`src/rtl/alu_req_driver.sv`:
```
// ---------------------------------------------------------------------------
// alu_req_driver
//
// Purpose:
//   Accepts one ALU request at a time from an upstream valid/ready port and
//   replays it onto an ALU operand/command interface. Operands may be issued
//   together or split into two halves (A then B, or B then A) separated by a
//   programmable number of idle cycles. After the final issue the driver
//   waits a command-dependent latency, captures the ALU results into a set of
//   response registers and pulses RSP_VALID for one cycle.
//
// Parameters:
//   DW       operand width
//   CW       command width
//   MUL_LAT  cycles from final issue to response capture for MODE=1 CMD 9/10
//   TMO      operand gap at or above which a split request is flagged
//
// Ports:
//   CLK, RST_N                  clock, asynchronous active-low reset
//   REQ_VALID / REQ_READY       upstream handshake (READY only while idle)
//   REQ_OPA, REQ_OPB            request operands
//   REQ_CMD, REQ_MODE, REQ_CIN  request operation fields
//   REQ_SPLIT                   00/11 together, 01 A first, 10 B first
//   REQ_GAP                     idle cycles between the two halves
//   OPA, OPB, CMD, MODE, CIN    registered ALU drive
//   INP_VALID                   ALU operand-valid code (01 A, 10 B, 11 both)
//   CE                          ALU clock enable, high while a request runs
//   RES, COUT..ERR              ALU results
//   RSP_VALID                   one-cycle response strobe
//   RSP_RES, RSP_COUT..RSP_ERR  captured ALU results, held until next capture
//   RSP_TMO                     response belongs to a split with gap >= TMO
// ---------------------------------------------------------------------------
module alu_req_driver #(
    parameter int DW      = 8,
    parameter int CW      = 4,
    parameter int MUL_LAT = 3,
    parameter int TMO     = 16
) (
    input  logic          CLK,
    input  logic          RST_N,

    input  logic          REQ_VALID,
    output logic          REQ_READY,
    input  logic [DW-1:0] REQ_OPA,
    input  logic [DW-1:0] REQ_OPB,
    input  logic [CW-1:0] REQ_CMD,
    input  logic          REQ_MODE,
    input  logic          REQ_CIN,
    input  logic [1:0]    REQ_SPLIT,
    input  logic [4:0]    REQ_GAP,

    output logic [DW-1:0] OPA,
    output logic [DW-1:0] OPB,
    output logic [CW-1:0] CMD,
    output logic          MODE,
    output logic          CIN,
    output logic [1:0]    INP_VALID,
    output logic          CE,

    input  logic [DW:0]   RES,
    input  logic          COUT,
    input  logic          OFLOW,
    input  logic          G,
    input  logic          E,
    input  logic          L,
    input  logic          ERR,

    output logic          RSP_VALID,
    output logic [DW:0]   RSP_RES,
    output logic          RSP_COUT,
    output logic          RSP_OFLOW,
    output logic          RSP_G,
    output logic          RSP_E,
    output logic          RSP_L,
    output logic          RSP_ERR,
    output logic          RSP_TMO
);

    // A latency of zero makes no sense for a counted wait, so it is clamped
    // to one; the counter is sized to hold the clamped value.
    localparam int          MUL_EFF = (MUL_LAT < 1) ? 1 : MUL_LAT;
    localparam int          LAT_W   = $clog2(MUL_EFF + 1);
    localparam logic [31:0] TMO_U   = 32'(TMO);

    typedef enum logic [2:0] {
        S_IDLE,
        S_ISSUE1,
        S_GAP,
        S_ISSUE2,
        S_WAIT,
        S_RESP
    } state_t;

    state_t           state_q;
    logic [1:0]       split_q;
    logic [4:0]       gap_q;
    logic             tmo_q;
    logic [4:0]       gap_cnt;
    logic [LAT_W-1:0] lat_cnt;

    logic             req_is_split;
    logic [1:0]       req_first_code;
    logic             req_tmo;
    logic             is_split_q;
    logic [1:0]       second_code;
    logic             mul_cmd;
    logic [LAT_W-1:0] wait_lat;

    // Decode of the incoming request, used only on the acceptance edge.
    // Split codes 01 and 10 are real splits; 00 and 11 both mean "issue
    // both operands at once", so the first code collapses to 11 for them.
    assign req_is_split   = REQ_SPLIT[0] ^ REQ_SPLIT[1];
    assign req_first_code = req_is_split ? REQ_SPLIT : 2'b11;
    assign req_tmo        = req_is_split && ({27'd0, REQ_GAP} >= TMO_U);

    // The second half of a split issues the other operand, which is simply
    // the latched split code with its two bits swapped.
    assign is_split_q  = split_q[0] ^ split_q[1];
    assign second_code = {split_q[0], split_q[1]};

    // Multiply-class commands take longer in the ALU. MODE/CMD outputs are
    // loaded on acceptance and held for the whole operation, so they double
    // as the latched copy of the request fields.
    assign mul_cmd  = MODE && ((CMD == CW'(9)) || (CMD == CW'(10)));
    assign wait_lat = mul_cmd ? LAT_W'(MUL_EFF) : LAT_W'(1);

    // Single sequencer: every output is a register updated on the edge that
    // enters the state it belongs to, so the ALU sees clean, glitch-free
    // drive. Reset aborts any operation in flight without a response.
    always_ff @(posedge CLK or negedge RST_N) begin
        if (!RST_N) begin
            state_q   <= S_IDLE;
            split_q   <= 2'b00;
            gap_q     <= 5'd0;
            tmo_q     <= 1'b0;
            gap_cnt   <= 5'd0;
            lat_cnt   <= '0;
            REQ_READY <= 1'b1;
            OPA       <= '0;
            OPB       <= '0;
            CMD       <= '0;
            MODE      <= 1'b0;
            CIN       <= 1'b0;
            INP_VALID <= 2'b00;
            CE        <= 1'b0;
            RSP_VALID <= 1'b0;
            RSP_RES   <= '0;
            RSP_COUT  <= 1'b0;
            RSP_OFLOW <= 1'b0;
            RSP_G     <= 1'b0;
            RSP_E     <= 1'b0;
            RSP_L     <= 1'b0;
            RSP_ERR   <= 1'b0;
            RSP_TMO   <= 1'b0;
        end else begin
            case (state_q)
                // Waiting for work. All request fields are captured here so
                // later changes on the request port cannot disturb the run.
                S_IDLE: begin
                    if (REQ_VALID) begin
                        OPA       <= REQ_OPA;
                        OPB       <= REQ_OPB;
                        CMD       <= REQ_CMD;
                        MODE      <= REQ_MODE;
                        CIN       <= REQ_CIN;
                        split_q   <= REQ_SPLIT;
                        gap_q     <= REQ_GAP;
                        tmo_q     <= req_tmo;
                        INP_VALID <= req_first_code;
                        CE        <= 1'b1;
                        REQ_READY <= 1'b0;
                        state_q   <= S_ISSUE1;
                    end
                end

                // First (or only) issue lasts exactly one cycle. A split with
                // a zero gap goes straight to the second issue.
                S_ISSUE1: begin
                    if (!is_split_q) begin
                        INP_VALID <= 2'b00;
                        lat_cnt   <= wait_lat;
                        state_q   <= S_WAIT;
                    end else if (gap_q == 5'd0) begin
                        INP_VALID <= second_code;
                        state_q   <= S_ISSUE2;
                    end else begin
                        INP_VALID <= 2'b00;
                        gap_cnt   <= gap_q;
                        state_q   <= S_GAP;
                    end
                end

                // Idle cycles between halves. The counter is loaded with the
                // gap and this state is left when it reaches one, giving
                // exactly gap cycles with no operand valid.
                S_GAP: begin
                    if (gap_cnt <= 5'd1) begin
                        gap_cnt   <= 5'd0;
                        INP_VALID <= second_code;
                        state_q   <= S_ISSUE2;
                    end else begin
                        gap_cnt <= gap_cnt - 5'd1;
                    end
                end

                // Second half of a split, one cycle.
                S_ISSUE2: begin
                    INP_VALID <= 2'b00;
                    lat_cnt   <= wait_lat;
                    state_q   <= S_WAIT;
                end

                // Let the ALU settle for the command's latency, then capture
                // its outputs verbatim on the edge that enters RESP.
                S_WAIT: begin
                    if (lat_cnt <= LAT_W'(1)) begin
                        lat_cnt   <= '0;
                        RSP_VALID <= 1'b1;
                        RSP_RES   <= RES;
                        RSP_COUT  <= COUT;
                        RSP_OFLOW <= OFLOW;
                        RSP_G     <= G;
                        RSP_E     <= E;
                        RSP_L     <= L;
                        RSP_ERR   <= ERR;
                        RSP_TMO   <= tmo_q;
                        state_q   <= S_RESP;
                    end else begin
                        lat_cnt <= lat_cnt - LAT_W'(1);
                    end
                end

                // Response strobe is a single cycle. The captured results stay
                // put; only the strobe and timeout flag drop. Returning to
                // IDLE forces at least one idle cycle before the next issue.
                S_RESP: begin
                    RSP_VALID <= 1'b0;
                    RSP_TMO   <= 1'b0;
                    CE        <= 1'b0;
                    REQ_READY <= 1'b1;
                    state_q   <= S_IDLE;
                end

                default: begin
                    state_q   <= S_IDLE;
                    INP_VALID <= 2'b00;
                    CE        <= 1'b0;
                    RSP_VALID <= 1'b0;
                    RSP_TMO   <= 1'b0;
                    REQ_READY <= 1'b1;
                end
            endcase
        end
    end

endmodule

```
`config.mk`:
```
export PLATFORM = sky130hd
export DESIGN_NAME = alu_req_driver
export DESIGN_NICKNAME = d
export VERILOG_FILES = /design/src/rtl/alu_req_driver.sv
export SDC_FILE = /design/constraint.sdc
export NUM_CORES = 1
export LEC_CHECK = 0
export BUFFER_PORTS_ARGS = -buffer_cell sky130_fd_sc_hd__buf_2
export CELL_PAD_IN_SITES_DETAIL_PLACEMENT = 0
export CELL_PAD_IN_SITES_GLOBAL_PLACEMENT = 1
export CORE_ASPECT_RATIO = 1.75
export CORE_MARGIN = 2
export CORE_UTILIZATION = 39
export CTS_CLUSTER_SIZE = 24
export DETAILED_ROUTE_END_ITERATION = 7
export HOLD_SLACK_MARGIN = 0.02
export PLACE_DENSITY_LB_ADDON = 0.1
export SYNTH_ARGS = -nofsm -noshare
export SYNTH_HDL_FRONTEND = slang
export SYNTH_SLANG_ARGS = --single-unit
```
`constraint.sdc`:
```
create_clock -name CLK -period 1.9 [get_ports CLK]
set_input_delay 0.38 -clock CLK [delete_from_list [all_inputs] [get_ports CLK]]
set_output_delay 0.38 -clock CLK [all_outputs]
set_load 0.01 [all_outputs]
```
==> impl_metrics.yaml <==
detailed_routing:
  avgRoutedWirePerCell_um: 14.90
  vias: 1944
  drc: 0
  drt_first_pass_iters: 4
  wl_um: 5914
  ant_nets: 0
  drt_iter0_markers: 72
  vias_per_cell: 4.897
clock_network:
  clk_pin_slew_ns: 0.05
  holdBufCountCts: 0
  clockBufferDepth: 2
  root_buffer: "clkbuf_16"
  ctsResizeCount: 0
  cts_sinks: 61
  h-tree-depth: 3
  clk_latency_ns: 0.32
  cts_buffers: 9
  cts_tree: "built"
  cts_setup_buffers: 0
power_and_ir_drop:
  power_leakage_nw: 1.737
  power_density_nw_per_um2: 1819
  max-vdd-ir-drop_mv: 0.8671
global_routing:
  track_usage_pct: 16.86
  grt_pass1_vias: 2028
  grt_max_degree: 62
  grt_first_pass_wirelength_um: 9542
  antenna_found_initial: 0
  overflow: 0
final_layout:
  instances_no_fill: 397
  area_growth_pct: 32.61
  final_cell_mix: "buf_2 (89), dfrtp_1 (60), mux2_2 (40), inv_1 (12), nand2_1 (12)"
  drive_above_1_share_pct: 52.08
  num_antenna_cells: 0
  nNetsFinal: 359
  mostFrequentLayoutCell: "buf_2"
  layout.core_utilization_pct: 52.70
timing:
  fin_crit_ns: 1.720
  max_freq_ghz: 0.5814
  fin_crit_sh_pct: 90.53
  hold_viol: 0
  drv_slew: 0
  slew_headroom_pct: 73.71
  grt_setup_unrepaired: "false"
  tightest_slew_ns: 0.3917
  fin_skew_ns: 0.004197
  setup_viol: 0
  setup_tns_ns: 0
logic_synthesis:
  synth.distinct_cells: 48
  synth_fp_nets: 257
  netlist_area_sq_um: 2705
  ys_async_sr_fraction_pct: 100.0
  synthFlopType: "dfrtp_1"
  syn_avg_cell_area_sq_um: 13.13
  ys_warn_count: 0
  ys_seq_area_share_pct: 56.48
  ys_ff_latch: 61
  synth_edf_count: 0
  synth_cells: 206
placement:
  detailed_place_hpwl_um: 4416
  portBuffers: 89
  dp.cells: 381
  gp_congestion: 0.7737
worst_hold_path:
  worstHoldPathType: "in2async"
setup_path:
  rr_worst_depth: 4
  critPathMaxFanout: 14
  r2r_start: "state_q[0]$_DFFE_PN0P_"
  reg2reg_to: "OPB[7]$_DFFE_PN0P_"
  path_cells: "or3_4 > nor2_8 > buf_12 > mux2_2"
  cpPeakStageDelay_ns: 0.46
  cpMaxStageDelayCell: "dfrtp_1"
  cp.arrival_ns: 1.92
  cp-end-kind: "flop"
  required_ns: 2.10
  reg2reg_setup_slack_ns: 0.18
  crit_path_start_kind: "flop"
  worstSetupPathType: "reg2reg"
run_status:
  status: "finished, final reports clean"
floorplanning:
  start_util_pct: 39.74
  fp.dieH_um: 114.2
  die_area_sq_um: 7645
  fp.dieW_um: 66.96
  io_pins: 90
  rows: 40
  core-area_sq_um: 6807
run:
  drv_cap: 0
==> logic make-up after synthesis <==
kind of cell               count (synthesis)  synth area share [%]
buffers and inverters                     19                 3.838
AOI/OAI and AO/OA                         34                 9.067
DFF                                       61                 56.48
and+or+nand+nor                           41                 9.483
adders and majority gates                  4                 1.850
xor gates and xnor gates                   2                0.6477
muxes                                     45                 18.64
==> cell type report <==
class | count | area (sq um)
clock buffers | 15 | 267.8
clock inverters | 1 | 5.005
fillers | 649 | 3219
inverters | 12 | 45.04
multi-input cells | 126 | 1074
flip-flops and latches | 61 | 1528
well taps | 84 | 105.1
repair buffers | 98 | 563.0
==> stage by stage <==
stage	hold WS [ns]	setup WS (ns)	power, mW	area (sq um)
floorplan	0.08441	0.2583	4.120	2705
global placement	0.4191	0.1998	5.070	3314
detailed placement	0.4164	0.1839	5.107	3314
CTS	0.07000	0.1704	6.627	3587
global route	0.08149	0.09899	6.991	3587
finish	0.05658	0.1799	6.524	3587
==> state kept, by name, indices dropped and copies added, names as in the netlist, 2 cells and up <==
register / cells
state_q: 3
split_q: 2
CMD: 4
gap_q: 5
OPB: 8
lat_cnt: 2
gap_cnt: 5
OPA: 8
INP_VALID: 2
RSP_RES: 9
==> cell usage after synthesis, types with 2 or more instances <==
| cell | n | area share, % |
|---|---|---|
| buf_4 | 2 | 0.55 |
| o211ai_1 | 2 | 0.55 |
| mux2_1 | 3 | 1.2 |
| o2bb2ai_1 | 2 | 0.65 |
| dfrtp_1 | 60 | 56 |
| a22o_1 | 3 | 0.97 |
| nand4_1 | 2 | 0.46 |
| a21oi_1 | 6 | 1.1 |
| buf_6 | 3 | 1.2 |
| mux2i_1 | 2 | 0.74 |
| nor2_1 | 7 | 0.97 |
| nand2_1 | 12 | 1.7 |
| ha_1 | 4 | 1.9 |
| inv_1 | 12 | 1.7 |
| mux2_2 | 40 | 17 |
| a211o_1 | 3 | 0.97 |
| nor3_1 | 4 | 0.74 |
| nor3b_2 | 2 | 0.92 |
| o21ai_0 | 6 | 1.1 |
| o21ai_1 | 2 | 0.37 |
| nor2_4 | 2 | 0.83 |
==> worst max-delay path by stage <==
stage | endpoint | from | depth (start not counted) | slack [ns]
4_1_cts | OPB[7]$_DFFE_PN0P_ | state_q[0]$_DFFE_PN0P_ | 4 | 0.17
6_report | OPB[7]$_DFFE_PN0P_ | state_q[0]$_DFFE_PN0P_ | 4 | 0.18
3_5_place_dp | OPB[7]$_DFFE_PN0P_ | state_q[0]$_DFFE_PN0P_ | 4 | 0.18
3_3_place_gp | OPB[0]$_DFFE_PN0P_ | state_q[0]$_DFFE_PN0P_ | 4 | 0.20
2_1_floorplan | CMD[3]$_DFFE_PN0P_ | state_q[1]$_DFFE_PN0P_ | 5 | 0.26
5_1_grt | OPB[5]$_DFFE_PN0P_ | state_q[0]$_DFFE_PN0P_ | 4 | 0.1
==> power breakdown <==
part	total [mW]	internal [mW]	switching, mW
Clock	1.48	0.952	0.529
Sequential	2.41	1.97	0.440
Combinational	2.64	1.40	1.24
==> metal layers <==
| metal | routed length [um] | up-vias | part of all wire (%) | global-route usage, % |
|---|---|---|---|---|
| li1 | - | 936 | - | - |
| met1 | 2279 | 938 | 39 | 19.20 |
| met2 | 3098 | 59 | 52 | 27.27 |
| met3 | 415 | 11 | 7.0 | 5.605 |
| met4 | 122 | 0 | 2.1 | 9.388 |
| met5 | 0 | - | 0 | 0 |
==> worst max-delay path, delay by kind of cell, from the launching register on <==
family                 cells  cell delay (ns)
and+or+nand+nor            2             0.64
DFF                        1             0.46
muxes                      1             0.33
buffers and inverters      1             0.17
Note: power is estimated with default switching activity, not from simulation.
